$ cat src/rtl/toggle_counter_pkg.sv
// Shared encodings for the multi-channel toggle counter: per-channel FSM state
// and terminal-value behaviour selection.
package toggle_counter_pkg;

    typedef enum logic {
        ST_IDLE = 1'b0,
        ST_RUN  = 1'b1
    } state_e;

    localparam int MODE_WRAP = 0;
    localparam int MODE_SAT  = 1;

endpackage

$ cat src/rtl/toggle_channel.sv
// One channel: start/stop toggle FSM with a Mealy count enable, driving an
// up/down counter bounded by MAX that either wraps or saturates and stops.
module toggle_channel
    import toggle_counter_pkg::*;
#(
    parameter int WIDTH    = 4,
    parameter int MAX      = 2**WIDTH - 1,
    parameter int SATURATE = MODE_WRAP
) (
    input  logic             clock,
    input  logic             rst_n,
    input  logic             toggle,
    input  logic             down,
    input  logic             clear,
    output logic [WIDTH-1:0] count,
    output logic             running,
    output logic             tc
);

    localparam logic [WIDTH-1:0] MAX_V = WIDTH'(MAX);
    localparam logic [WIDTH-1:0] ONE_V = WIDTH'(1);
    localparam bit               SAT   = (SATURATE == MODE_SAT);

    state_e           state_q, state_d;
    logic [WIDTH-1:0] count_q, count_d;
    logic             tc_q, tc_d;
    logic             en;

    // A start request counts on the same edge; a stop request does not.
    assign en = ((state_q == ST_IDLE) &&  toggle) ||
                ((state_q == ST_RUN)  && !toggle);

    always_comb begin
        state_d = state_q;
        count_d = count_q;
        tc_d    = 1'b0;

        if (toggle) begin
            state_d = (state_q == ST_IDLE) ? ST_RUN : ST_IDLE;
        end

        if (clear) begin
            state_d = ST_IDLE;
            count_d = '0;
        end else if (en) begin
            if (!down) begin
                if (count_q == MAX_V) begin
                    tc_d = 1'b1;
                    if (SAT) begin
                        state_d = ST_IDLE;
                    end else begin
                        count_d = '0;
                    end
                end else begin
                    count_d = count_q + ONE_V;
                end
            end else begin
                if (count_q == '0) begin
                    tc_d = 1'b1;
                    if (SAT) begin
                        state_d = ST_IDLE;
                    end else begin
                        count_d = MAX_V;
                    end
                end else begin
                    count_d = count_q - ONE_V;
                end
            end
        end
    end

    always_ff @(posedge clock) begin
        if (!rst_n) begin
            state_q <= ST_IDLE;
            count_q <= '0;
            tc_q    <= 1'b0;
        end else begin
            state_q <= state_d;
            count_q <= count_d;
            tc_q    <= tc_d;
        end
    end

    assign count   = count_q;
    assign running = (state_q == ST_RUN);
    assign tc      = tc_q;

endmodule

$ cat src/rtl/toggle_counter_mc.sv
// Multi-channel toggle counter: CHANNELS independent toggle_channel instances
// with their counts packed onto one bus, channel i at [i*WIDTH +: WIDTH].
module toggle_counter_mc
    import toggle_counter_pkg::*;
#(
    parameter int WIDTH    = 4,
    parameter int CHANNELS = 4,
    parameter int MAX      = 2**WIDTH - 1,
    parameter int SATURATE = MODE_WRAP
) (
    input  logic                      clock,
    input  logic                      rst_n,
    input  logic [CHANNELS-1:0]       toggle,
    input  logic [CHANNELS-1:0]       down,
    input  logic [CHANNELS-1:0]       clear,
    output logic [CHANNELS*WIDTH-1:0] count,
    output logic [CHANNELS-1:0]       running,
    output logic [CHANNELS-1:0]       tc
);

    for (genvar i = 0; i < CHANNELS; i++) begin : g_ch
        toggle_channel #(
            .WIDTH    (WIDTH),
            .MAX      (MAX),
            .SATURATE (SATURATE)
        ) u_ch (
            .clock   (clock),
            .rst_n   (rst_n),
            .toggle  (toggle[i]),
            .down    (down[i]),
            .clear   (clear[i]),
            .count   (count[i*WIDTH +: WIDTH]),
            .running (running[i]),
            .tc      (tc[i])
        );
    end

endmodule
$ cat config.mk
export PLATFORM = sky130hd
export DESIGN_NAME = toggle_counter_mc
export DESIGN_NICKNAME = d
export VERILOG_FILES = /design/src/rtl/toggle_counter_pkg.sv /design/src/rtl/toggle_channel.sv /design/src/rtl/toggle_counter_mc.sv
export SDC_FILE = /design/constraint.sdc
export NUM_CORES = 1
export LEC_CHECK = 0
export CAP_MARGIN = 20
export CORE_ASPECT_RATIO = 0.8
export CORE_MARGIN = 2
export CORE_UTILIZATION = 40
export DETAILED_ROUTE_END_ITERATION = 7
export PLACE_DENSITY = 0.68
export SLEW_MARGIN = 10
export SYNTH_ARGS = -nofsm -noshare
export SYNTH_HDL_FRONTEND = slang
export SYNTH_SLANG_ARGS = --single-unit
$ cat constraint.sdc
create_clock -name clock -period 2.5 [get_ports clock]
set_input_delay 0.5 -clock clock [delete_from_list [all_inputs] [get_ports clock]]
set_output_delay 0.5 -clock clock [all_outputs]
set_load 0.005 [all_outputs]
=== After elaboration in Yosys (flattened, before gate mapping) ===
Index checks and enable logic that the tools add are counted.
W data, S select, Z words.

* Bitwise gates (word level): 9
* Eq/ne operators: 4
* Reductions and logical operators: 28
* Mux-type cells: 28
* Add/sub/neg operators: 8

{| class="wikitable"
|+ Operator list
! kind !! number
|-
| $mux W4 || 12
|-
| $add A4 B1 Y4 const B || 4
|-
| $eq A4 B4 Y1 const B || 4
|-
| $logic_not A4 Y1 || 4
|-
| $mux W1 || 16
|-
| $sub A4 B1 Y4 const B || 4
|-
| $reduce_or A3 Y1 || 4
|-
| $not A1 Y1 || 9
|-
| $logic_and A1 B1 Y1 || 8
|-
| $reduce_or A2 Y1 || 4
|-
| $logic_not A1 Y1 || 4
|-
| $logic_or A1 B1 Y1 || 4
|}

* Input bits: 14
* Flip-flop bits (word level): 24
* Output and inout port bits: 24

=== Logic depth before layout (Yosys ltp) ===
* Word-level depth: 5
* Mapped depth: 7

=== By module ===
A second synthesis with hierarchy kept.

* Cell total of the unflattened synthesis: 156
* Area total of the unflattened synthesis: 1,451.4 µm²

{| class="wikitable"
|+ Modules (own cells, without submodules)
! module !! sequential area each (µm²) !! area each (µm²) !! cells each !! instances
|-
| toggle_channel || 120.1 || 362.8 || 39 || 4
|}

=== Worst setup path before layout ===
Ideal clock, no wire load.

* Path kind: reg-to-reg
* From: register g_ch[1].u_ch.count_q[0]
* To: register g_ch[1].u_ch.count_q[3]
* Setup slack: 0.955 ns
* Arrival: 1.422 ns
* Cell stages (with the launch flop): 8
* Period minus slack after synthesis: 1.545 ns
* Path through: dfxtp_1 -> clkbuf_1 -> inv_1 -> ha_1 -> o21ba_2 -> o21bai_1 -> a311oi_1 -> nor3_1

* Cells in the longest elaborated chain, start to end: 3

{| class="wikitable"
|+ RTL lines
! what !! line !! source
|-
| from (decl) || toggle_channel.sv:25 || <nowiki>logic [WIDTH-1:0] count_q, count_d;</nowiki>
|-
| from (signal assigned) || toggle_channel.sv:79 || <nowiki>count_q <= count_d;</nowiki>
|-
| $add A4 B1 Y4, or another cell as far along || toggle_channel.sv:55 || <nowiki>count_d = count_q + ONE_V;</nowiki>
|-
| $mux W4 (on tied branches) || toggle_channel.sv:47, toggle_channel.sv:58 ||
|-
| $mux W4 * || toggle_channel.sv:46 || <nowiki>if (!down) begin</nowiki>
|}

Every way passes the cells marked *; elsewhere a longest branch is shown, timed or not.
A chain may end at the register's enable or synchronous reset.

=== Final worst setup path ===
* From: register g_ch[1].u_ch.count_q[0]
* To: output count[4]

{| class="wikitable"
|+ RTL lines
! what !! line !! source
|-
| to (decl) || toggle_counter_mc.sv:16 || <nowiki>output logic [CHANNELS*WIDTH-1:0] count,</nowiki>
|}

No word-level cell between the ends.

==> metrics.md <==
| Metric | Value |
|---|---|
| Outcome | `finished clean` |
| Max Fclk | `542 MHz` |
| Post-synthesis async set-or-reset flop share | `0` |
| Placeable Area | `0.00345 mm2` |
| Critical Path RT | `2.00 ns` |
| Final hold violations | `0` |
| Worst Path Buf+Inv | `1` |
| DR vias | `1299` |
| Cts repair resizes | `0` |
| Final ANT Viol Nets | `0` |
| Total CTS buffers | `3` |
| Crit path kind | `flop to primary output` |
| Drt total wl | `3.00 mm` |
| Slowest stage delay, CP | `0.57 ns` |
| Die W | `71.1 um` |
| Root Driver | `clkbuf_8` |
| Post-DP HPWL | `2.34 mm` |
| # clock sinks | `24` |
| Critical Path Start Type | `flop` |
| Power per cell area | `521 mW/mm2` |
| Worst hold path depth | `2` |
| Post-Layout Cell Count | `244` |
| Worst-Skew Late Latency | `0.26 ns` |
| Setup-failing EPs final | `0` |
| Placed Cells incl. Taps | `240` |
| Residual DRC count | `0` |
| Period minus WS final | `1.85 ns` |
| Critical path's top delay family | `buffers and inverters` |
| Slew HR | `0.654` |
| Sequential area share after synthesis | `0.333` |
| Share of cells above drive strength 1 | `0.0545` |
| PortBufs | `37` |
| Pins Over Slew Limit | `0` |
| Area of the mapped netlist | `0.00144 mm2` |
| Netlist cell types | `37` |
| Pre-antenna DRT Iters | `4` |
| Final net count | `225` |
| Hold buffer count at CTS | `0` |
| Area after DPL | `0.00179 mm2` |
| Longest Clk Path Bufs | `2` |
| Max IR drop VDD | `0.000359 V` |
| Synthesized instance count | `173` |
| FF+latch count, synth | `24` |
| RSZ-0062 raised after global routing | `false` |
| Initial Util | `0.418` |
| Hold crit path type | `flop to flop` |
| Top FF cell, synth | `dfxtp_1` |
| CTS tree | `done` |
| Measured slew at the worst slew-check pin | `0.515 ns` |
| CP max FO | `10` |
| Syn Area/Cell | `8.33 um2` |
| Reg clk slew, reported paths | `0.08 ns` |
| Number of core rows | `19` |
| Setup tns final | `0 ns` |
| Syn Nets | `195` |
| Grt total ovfl | `0` |
| Number of flops mapped to enable cells by yosys | `0` |
| Vias in the first global route | `1166` |
| Yosys Warn Count | `0` |
| Die H | `57.7 um` |
| Total I/O pin count | `38` |
| Ant. Diodes | `0` |
| Placer Congestion | `0.822` |
| Final hold slack | `0.582 ns` |
| Die ar. | `0.00410 mm2` |
| Final non-filler cell area | `0.00186 mm2` |
| Worst r2r path cells | `6` |
| CTS H-tree lvls | `1` |
| Crit path depth | `1` |
| Final Power | `969 uW` |
| Static Leak | `0.000694 uW` |
| CP max stage cell | `clkdlybuf4s50_1` |
| Skew final | `0.00324 ns` |
| Setup crit end kind | `primary output` |
| Total track usage | `0.157` |
| # Post-CTS Setup Buffers | `0` |
| Area Growth Syn to Fin | `29.1%` |
| Final period util | `0.738` |
| Routed wire per std cell | `12.3 um` |
| DR vias/cell | `5.32` |
| Iter 0 DRT Violations | `56` |
| WP data arrival | `1.35 ns` |
| First-pass GRT wire length | `5.15 mm` |
| Initial antenna violation count | `0` |
| Max cap viols | `0` |
| Crit-path cells | `clkdlybuf4s50_1` |
| Largest net degree at the start of global routing | `15` |
## cells in the final DEF (no fill, tap or decap), types with 2 or more instances in the layout
master,instances
a211oi_1,6
a21oi_1,13
a311oi_1,2
clkbuf_8,3
clkdlybuf4s50_1,37
dfxtp_1,24
ha_1,8
inv_1,11
inv_2,2
mux2i_1,2
nand2_1,10
nand2b_1,6
nand3_1,4
nand4b_1,2
nand4bb_1,2
nor2_1,17
nor3_1,5
nor4_1,2
o211ai_1,5
o21a_1,2
o21ai_0,7
o311a_1,2
o31a_2,2
or3_2,2
or4_1,2
xnor2_1,6
xor2_1,7
## sequential cells by signal, indices dropped and copies added (netlist names)
| register | flops |
|---|---|
| g_ch.u_ch.tc | 4 |
| g_ch.u_ch.count | 16 |
| g_ch.u_ch.running | 4 |
## cells in the mapped netlist (all sizes together), types with 2 or more instances
| master | instances | area, um2 |
|---|---|---|
| buf | 8 | 60.1 |
| or4 | 2 | 15.0 |
| nand2 | 10 | 37.5 |
| inv | 13 | 48.8 |
| nand3 | 4 | 20.0 |
| a21oi | 13 | 65.1 |
| o211ai | 5 | 37.5 |
| or3 | 2 | 15.0 |
| nor2 | 17 | 63.8 |
| o21a | 2 | 15.0 |
| mux2i | 2 | 20.0 |
| dfxtp | 24 | 480 |
| o21ai | 7 | 35.0 |
| ha | 8 | 100 |
| o31a | 2 | 20.0 |
| o311a | 2 | 20.0 |
| nand4b | 2 | 17.5 |
| nand4bb | 2 | 22.5 |
| xnor2 | 6 | 52.6 |
| clkbuf | 4 | 15.0 |
| nor3 | 5 | 25.0 |
| a311oi | 2 | 17.5 |
| nor4 | 2 | 12.5 |
| a211oi | 6 | 45.0 |
| nand2b | 6 | 37.5 |
| xor2 | 7 | 61.3 |
## area by class of cell
cell class	count	area (um2)
fill	314	1590
inverter	13	48.8
timing repair buffer	37	370
clock inverter	1	30.0
tap	42	52.6
sequential	24	480
clock buffer	3	41.3
multi-input combinational	124	837
## worst register-to-register path, stage by stage (launching register included)
cell and delay [ns]:
dfxtp_1 0.52, inv_1 0.08, ha_1 0.21, o21ba_2 0.23, o21bai_1 0.05, a311oi_1 0.27, nor3_1 0.08
## power breakdown
group	internal, uW	switching, uW	total, uW
combinational	111	89.0	200
clock	214	118	332
sequential	403	34.4	437
## cell families (layout without fill, tap and decap cells)
kind of cell               Yosys count  count (layout)  synth area share
and+or+nand+nor                     54              54             0.195
buffers and inverters               25              54            0.0859
adders and majority gates            8               8            0.0694
muxes                                2               2            0.0139
AOI/OAI and AO/OA                   47              47             0.223
DFF                                 24              24             0.333
xor gates and xnor gates            13              13            0.0790
## per-stage QoR
| step | setup slack (ns) | utilization |
|---|---|---|
| final | 0.654 | 0.540 |
| after global routing | 0.576 | 0.540 |
| after CTS | 0.646 | 0.540 |
| after detailed placement | 0.515 | 0.519 |
| after global placement | 0.560 | 0.519 |
| after floorplan | 0.955 | - |
## path summary, 6_finish.rpt
check,startpoint,end,slack (ns)
max,g_ch[1].u_ch.count[0],count[4],0.65
min reg2reg,g_ch[3].u_ch.count[1],g_ch[3].u_ch.count[1],0.58
min,g_ch[3].u_ch.count[1],g_ch[3].u_ch.count[1],0.58
max reg2reg,g_ch[1].u_ch.count[0],g_ch[1].u_ch.count[3],0.95
## layer usage
layer,vias to the layer above,track usage,wire (um)
li1,670,-,-
met1,590,0.215,1450
met2,37,0.251,1370
met3,2,0.0435,172
met4,0,0.0296,10
met5,-,0,0
Power figures use the tool's default switching activity.
